File: config.mk
export PLATFORM = sky130hd
export DESIGN_NAME = writeback_queue
export DESIGN_NICKNAME = d
export VERILOG_FILES = /design/src/rtl/writeback_queue.sv
export SDC_FILE = /design/constraint.sdc
export NUM_CORES = 1
export LEC_CHECK = 0
export BUFFER_PORTS_ARGS = -buffer_cell sky130_fd_sc_hd__buf_2
export CAP_MARGIN = 10
export CORE_UTILIZATION = 60
export DETAILED_ROUTE_END_ITERATION = 6
export PLACE_DENSITY = 0.85
export SYNTH_ARGS = -nofsm -noshare
export SYNTH_HDL_FRONTEND = slang
export SYNTH_SLANG_ARGS = --single-unit
File: constraint.sdc
create_clock -name clk -period 4.8 [get_ports clk]
set_clock_uncertainty 0.2 [all_clocks]
set_input_delay 0.96 -clock clk [delete_from_list [all_inputs] [get_ports clk]]
set_output_delay 0.96 -clock clk [all_outputs]
set_load 0.02 [all_outputs]
File: src/rtl/writeback_queue.sv
// Write-back queue between the execute pipeline and the register file.
// Results are buffered in a small FIFO and retired one per cycle onto the
// register-file write port. A per-register busy scoreboard lets decode stall
// on pending destinations. PC (R15) updates bypass the queue on their own port.
//
// Handshake: a result is offered with in_valid and taken on a rising edge where
// in_valid and in_ready are both high. in_ready never depends on in_valid.
module writeback_queue #(
    parameter int DEPTH = 4
) (
    input  logic        clk,
    input  logic        rst_n,
    input  logic        flush,
    input  logic        in_valid,
    output logic        in_ready,
    input  logic [3:0]  in_rd,
    input  logic [31:0] in_data,
    input  logic        pc_valid,
    input  logic [31:0] pc_data,
    input  logic        resv_valid,
    input  logic [3:0]  resv_rd,
    input  logic [3:0]  chk_rs,
    input  logic [3:0]  chk_rt,
    output logic        stall,
    output logic        RegWrite,
    output logic [3:0]  Rd,
    output logic [31:0] BusW,
    output logic        RegWrite2,
    output logic [31:0] BusW2,
    output logic [2:0]  count,
    output logic        err
);

    localparam int            AW      = (DEPTH > 1) ? $clog2(DEPTH) : 1;
    localparam logic [AW-1:0] PTR_ONE = AW'(1);
    localparam logic [2:0]    FULL    = 3'(DEPTH);

    logic [3:0]    mem_rd   [DEPTH];
    logic [31:0]   mem_data [DEPTH];
    logic [AW-1:0] wr_ptr;
    logic [AW-1:0] rd_ptr;
    logic [15:0]   busy;
    logic [15:0]   busy_next;

    logic push;
    logic pop;
    logic bad_push;
    logic bad_resv;
    logic resv_set;

    // Reset gates in_ready so nothing is accepted while the block is held.
    assign in_ready = rst_n & (count < FULL) & ~flush;
    assign push     = in_valid & in_ready & (in_rd != 4'd15);
    assign bad_push = in_valid & in_ready & (in_rd == 4'd15);
    assign pop      = (count != 3'd0) & ~flush;
    assign stall    = busy[chk_rs] | busy[chk_rt] | (resv_valid & busy[resv_rd]);
    assign resv_set = resv_valid & ~stall & (resv_rd != 4'd15) & ~flush;
    assign bad_resv = resv_valid & (resv_rd == 4'd15) & ~flush;

    // Queue storage: contents are don't-care until written, so no reset.
    always_ff @(posedge clk) begin
        if (push) begin
            mem_rd[wr_ptr]   <= in_rd;
            mem_data[wr_ptr] <= in_data;
        end
    end

    // Pointers and occupancy; flush empties the queue outright.
    always_ff @(posedge clk or negedge rst_n) begin
        if (!rst_n) begin
            wr_ptr <= '0;
            rd_ptr <= '0;
            count  <= 3'd0;
        end else if (flush) begin
            wr_ptr <= '0;
            rd_ptr <= '0;
            count  <= 3'd0;
        end else begin
            if (push) wr_ptr <= wr_ptr + PTR_ONE;
            if (pop)  rd_ptr <= rd_ptr + PTR_ONE;
            case ({push, pop})
                2'b10:   count <= count + 3'd1;
                2'b01:   count <= count - 3'd1;
                default: count <= count;
            endcase
        end
    end

    // Retire the head onto the register-file port; Rd/BusW hold when idle.
    always_ff @(posedge clk or negedge rst_n) begin
        if (!rst_n) begin
            RegWrite <= 1'b0;
            Rd       <= 4'd0;
            BusW     <= 32'd0;
        end else begin
            RegWrite <= pop;
            if (pop) begin
                Rd   <= mem_rd[rd_ptr];
                BusW <= mem_data[rd_ptr];
            end
        end
    end

    // PC bypass port and the illegal-request pulse.
    always_ff @(posedge clk or negedge rst_n) begin
        if (!rst_n) begin
            RegWrite2 <= 1'b0;
            BusW2     <= 32'd0;
            err       <= 1'b0;
        end else begin
            RegWrite2 <= pc_valid;
            BusW2     <= pc_data;
            err       <= bad_push | bad_resv;
        end
    end

    // Scoreboard next state: retiring write clears, accepted reservation sets.
    always_comb begin
        busy_next = busy;
        if (RegWrite) busy_next[Rd] = 1'b0;
        if (resv_set) busy_next[resv_rd] = 1'b1;
        busy_next[15] = 1'b0;
    end

    // Scoreboard register; R15 is never tracked.
    always_ff @(posedge clk or negedge rst_n) begin
        if (!rst_n) begin
            busy <= 16'd0;
        end else if (flush) begin
            busy <= 16'd0;
        end else begin
            busy <= busy_next;
        end
    end

endmodule

==> results of run 1 <==
through the flow:
stage,utilization,hold WS (ns)
floorplan,-,0.299
CTS,0.738,0.179
global route,0.738,0.194
global placement,0.690,0.284
finish,0.739,0.176
detailed placement,0.690,0.290
critical path, cell delays in order:
cell     delay [ns]
buf_2          0.20
mux2i_1        0.11
mux4_2         0.47
nor2b_1        0.16
o21ai_4        0.49
a21o_1         0.14
buf_2          0.15
final timing paths:
kind / slack, ns / cells after the start / to / start
min reg2reg: 0.30 / 1 / BusW[23] / BusW[23]
min: 0.18 / 1 / BusW[24] / rst_n
min in group clk: 0.30 / 1 / BusW[23] / BusW[23]
max: 0.95 / 7 / stall / chk_rt[0]
max reg2reg: 2.16 / 4 / mem_data[0][5] / count[2]
max in group asynchronous: 2.98 / 2 / rd_ptr[1] / rst_n
power groups by stage:
stage	Combinational (mW)	Sequential, mW	Clock, mW
3_5_place_dp	0.884	2.58	0
2_1_floorplan	0.400	2.71	0
4_1_cts	0.896	2.54	1.71
6_report	0.881	2.54	1.69
3_3_place_gp	0.854	2.56	0
5_1_grt	0.936	2.57	1.80
metal layers:
layer  vias to the layer above  global-route usage
li1                       2285                   -
met1                      2656               0.328
met2                       213               0.411
met3                        24              0.0446
met4                         0              0.0517
met5                         -                   0
layout make-up:
cell class                      instances  area, µm²  share of cell area
Sequential cell                       237       6650               0.611
Antenna cell                            1       2.50            0.000230
Clock inverter                         12       93.8             0.00861
Clock buffer                           30        622              0.0571
Inverter                                5       18.8             0.00172
Tap cell                              184        230              0.0211
Timing Repair Buffer                  166        846              0.0776
Multi-Input combinational cell        223       2430               0.223
logic make-up (layout without fill, tap and decap cells):
family / count (synthesis) / count (layout) / synth area share
mux: 89 / 89 / 0.161
fa+ha+maj: 5 / 5 / 0.00760
xor+xnor: 2 / 2 / 0.00190
flops: 237 / 237 / 0.721
simple gates: 79 / 79 / 0.0470
compound gates: 48 / 48 / 0.0448
buf+inv: 33 / 213 / 0.0164
other cells: 0 / 1 / 0
synth_stat cells (8+ instances only):
master,number
o31ai_2,9
nand2_1,13
mux2i_1,11
dfrtp_1,93
nand2b_1,8
or3_1,8
clkbuf_1,16
mux4_2,40
edfxtp_1,144
nand3_1,10
mux2_2,35
nor2_1,11
flip-flops by register name, indices dropped and copies added, names as in the netlist:
signal / count
BusW: 32
BusW2: 32
Rd: 4
RegWrite: 1
RegWrite2: 1
busy: 15
count: 3
err: 1
mem_data: 128
mem_rd: 16
rd_ptr: 2
wr_ptr: 2
==> results.toml, run 1 <==
[run_status]
status = "complete, no violations"

[clock_network]
clkLatencyLatePin_ns = 0.50
cts_root_buf = "clkbuf_16"
clkTransAtPathRegs_ns = 0.07
cts_resized = 0
cts.hold.buffers_added = 0
cts_tree = "yes"
cts_buffer_depth = 3
cts.sinks = 237
postCtsSetupRepairBufs = 0
h-tree-depth = 1
cts_made_buffers = 23

[routing]
via_count = 5178
wl_per_cell_um = 21.4
met1_length_um = 7420
drcViolationCount = 0
dr.max_layer_used = "met4"
drtPass1Iterations = 4
dr.first_iter.drc_count = 418
drt_wl_total_um = 18400
viasPerCell = 6.03
wl_met3_um = 1300
postRouteAntennaNets = 0
dr_wl_met2_um = 9400

[logic_synthesis]
synthesis.area_um2 = 9220
synth-seq-cells = 237
syn-num-nets = 584
async_reset_ff_frac = 0.392
synth_area_per_cell_um2 = 18.7
synth_edf_count = 144
synth_top_cell_area_share = 0.469
syn_inst = 493
ys.warnings.count = 0
synth_flop_cell = "edfxtp_1"
yosysTopAreaCell = "edfxtp_1"
synth.distinct_cells = 46
netlist_top_cells_area = "edfxtp_1 (47%), dfrtp_1 (25%), mux4_2 (9.8%)"
seq_area_frac_synth = 0.721

[timing]
fin_crit_sh = 0.803
worst_pin_slew_ns = 1.01
final_hold_viol_count = 0
slew_headroom = 0.329
fmax_mhz = 260
setup_viol = 0
final-max-slew-violation-count = 0
rsz0062_at_grt = "no"
tns_ns = 0
layout_setup_ws_ns = 0.947
final.min_clock_period_ns = 3.85

[worst_hold_path]
hold_class = "in2async"

[place]
dp_cells = 815
dp_slack_ns = 0.938
placed_area_um2 = 10200
port_buffers = 161
place_congestion = 0.847
hpwl_um = 11800

[finish]
fin_area_um2 = 10900
layoutNonFillerInstCount = 858
final_nets = 747
n_fill_cell = 881
drive_above_1_share = 0.443
final_cell_mix = "buf_2 (160), edfxtp_1 (144), dfrtp_1 (91)"
syn2layout_area_growth_pct = 18.2
layout_commonest_cell = "buf_2"

[global_route]
grt_pass1_vias = 5325
antenna_found_initial = 1
grt_pass1_wl_um = 29100
grt_use_total = 0.241
grt_max_degree = 66
grt.overflow.total = 0

[pwr]
comb_power_share = 0.173
power_frac_seq = 0.497
swShare = 0.271
total_leakage_power_nw = 4.19
powerDensity_nw_per_um2 = 469
p_switching_mw = 1.38
p_clk_frac = 0.331
p_int_mw = 3.72
peakVddDrop_v = 0.000480
total_power_mw = 5.11

[die]
die_w_um = 126
std_cell_rows = 44
io_pins = 162
fp.dieH_um = 126
core_um2 = 14800
start_util = 0.625
fp.dieArea_um2 = 15900

[setup_path]
worstSetupPathType = "in2out"
start_kind = "primary input"
critPathMaxFanout = 16
end_kind = "output pin"
crit_required_ns = 3.64
arrival_ns = 2.69

[flow_run]
max_cap_viol_count = 0
No activity file was read; power rests on OpenSTA's default activity.
==> run 2: changes to the inputs <==
ABC_AREA = 1   (was unset)
CORE_UTILIZATION = 50   (was 60)
PLACE_DENSITY = 0.75   (was 0.85)
clock period = 3.3 ns   (was 4.8 ns; I/O delays follow)
==> run 2 against run 1 <==
Effect of this change: clock power grew 63%; via count grew 32%; worst hold slack lost 0.12 ns.
==> results.toml, run 2 <==
[setup_path]
crit_required_ns = 2.44
path_cells = "inv_1 -> nand2_1 -> nand3_1 -> nand3_1 -> nand3_1 -> nand2_1 -> nor2_4 -> nand2_1 -> buf_2"
slowest_stage = "dfrtp_1"
worstSetupPathType = "reg2out"
end_kind = "output pin"
start_kind = "flop"
critPathMaxFanout = 3
arrival_ns = 1.84
slowest_delay_ns = 0.39
rrSetupSlack_ns = 0.83

[pwr]
peakVddDrop_v = 0.000561
total_power_mw = 8.96
powerDensity_nw_per_um2 = 779
total_leakage_power_nw = 4.78

[clock_network]
cts.sinks = 237
cts_root_buf = "clkbuf_16"
postCtsSetupRepairBufs = 0
cts.hold.buffers_added = 0
cts_resized = 0
clkTransAtPathRegs_ns = 0.06
clkLatencyLatePin_ns = 0.52
cts_made_buffers = 25
cts_buffer_depth = 3
h-tree-depth = 1
cts_tree = "yes"

[finish]
largest_reg_flops = 128
layoutNonFillerInstCount = 1291
final_cell_mix = "nor2_1 (200), buf_2 (160), edfxtp_1 (144)"
fin_area_um2 = 11500
n_fill_cell = 1477
final_nets = 1127
layout_commonest_cell = "nor2_1"
max_flop_register = "mem_data"
drive_above_1_share = 0.223
reg_top3 = "mem_data x128, BusW2 x32, BusW x32"
syn2layout_area_growth_pct = 20.8

[die]
fp.dieH_um = 140
fp.dieArea_um2 = 19600
core_um2 = 18700
die_w_um = 140
io_pins = 162
std_cell_rows = 50
start_util = 0.509

[place]
place_congestion = 0.960
placed_area_um2 = 10600
port_buffers = 161
hpwl_um = 13500
dp_cells = 1243

[worst_hold_path]
hold_class = "in2reg"

[logic_synthesis]
synth_area_per_cell_um2 = 10.9
syn_inst = 873
ys.warnings.count = 0
synth.distinct_cells = 36
async_reset_ff_frac = 0.392
seq_area_frac_synth = 0.699
netlist_top_cells_area = "edfxtp_1 (45%), dfrtp_1 (24%), nor2_1 (8.1%)"
synthTopCellsByCount = "nor2_1 (205), edfxtp_1 (144), nand2_1 (111)"
synth_top_cell_area_share = 0.454
synth_flop_cell = "edfxtp_1"
syn-num-nets = 964
synth-seq-cells = 237
yosysMostFrequentCell = "nor2_1"
synthesis.area_um2 = 9520
synth_edf_count = 144
yosysTopAreaCell = "edfxtp_1"

[timing]
final.min_clock_period_ns = 2.70
final-max-slew-violation-count = 0
slew_headroom = 0.466
setup_viol = 0
final_hold_viol_count = 0
tns_ns = 0
rsz0062_at_grt = "no"
fin_crit_sh = 0.819
fmax_mhz = 370
worst_pin_slew_ns = 0.799

[routing]
drcViolationCount = 0
postRouteAntennaNets = 0
drt_wl_total_um = 21600
wl_per_cell_um = 16.7
via_count = 6814
drtPass1Iterations = 5
dr.first_iter.drc_count = 464
viasPerCell = 5.28

[global_route]
grt_use_total = 0.221
grt_max_degree = 75
grt_pass1_vias = 6408
grt_pass1_wl_um = 33700
grt.overflow.total = 0
antenna_found_initial = 3

[run_status]
status = "complete, no violations"

[flow_run]
max_cap_viol_count = 0
==> run 2: worst paths after layout <==
path                             start        end  cells past startpoint
hold reg to reg               BusW[25]   BusW[25]                      2
max in group asynchronous        rst_n  BusW2[18]                      3
setup / recovery              busy[11]      stall                      9
setup reg to reg              count[0]   count[2]                      8
hold / removal             pc_data[14]  BusW2[14]                      1
min in group asynchronous        rst_n    busy[4]                      2
==> run 2: cells by family after synthesis <==
family | after synthesis | synth area share
adders and majority gates | 5 | 0.00736
AOI/OAI and AO/OA | 153 | 0.0886
DFF | 237 | 0.699
xor gates and xnor gates | 1 | 0.000920
and+or+nand+nor | 374 | 0.160
buffers and inverters | 103 | 0.0443
==> run 2: power breakdown <==
part / switching [mW] / internal, mW / total [mW]
logic: 1.68 / 0.758 / 2.44
registers: 0.236 / 3.52 / 3.76
clock network: 1.10 / 1.66 / 2.76
total: 3.01 / 5.95 / 8.96
==> run 2: layer usage <==
| metal | wire, µm | vias to the layer above | GRT usage |
|---|---|---|---|
| met2 | 10300 | 288 | 0.376 |
| met4 | 561 | 2 | 0.0677 |
| li1 | - | 3300 | - |
| met3 | 1680 | 39 | 0.0465 |
| met1 | 9050 | 3185 | 0.286 |
| met5 | 8 | - | 0 |
==> run 2: metrics by stage <==
step	hold WS [ns]	setup slack (ns)	utilization
final	0.0509	0.596	0.615
after global routing	0.0351	0.461	0.615
after CTS	0.0298	0.570	0.614
after detailed placement	0.338	0.522	0.569
after global placement	0.328	0.608	0.569
after floorplan	0.164	-0.220	-
==> run 2: critical path: cells and delay by family, from the launching register on <==
kind,cells,cell delay (ns)
buf+inv,2,0.34
flops,1,0.39
simple gates,7,0.61
==> run 2: layout make-up <==
cell class	count	area (µm²)	area share
flip-flops and latches	237	6650	0.579
multi-input cells	533	2490	0.216
repair buffers	177	978	0.0851
clock buffers	37	751	0.0653
well taps	234	293	0.0255
inverters	62	236	0.0206
clock inverters	9	95.1	0.00827
diodes	2	5.00	0.000435
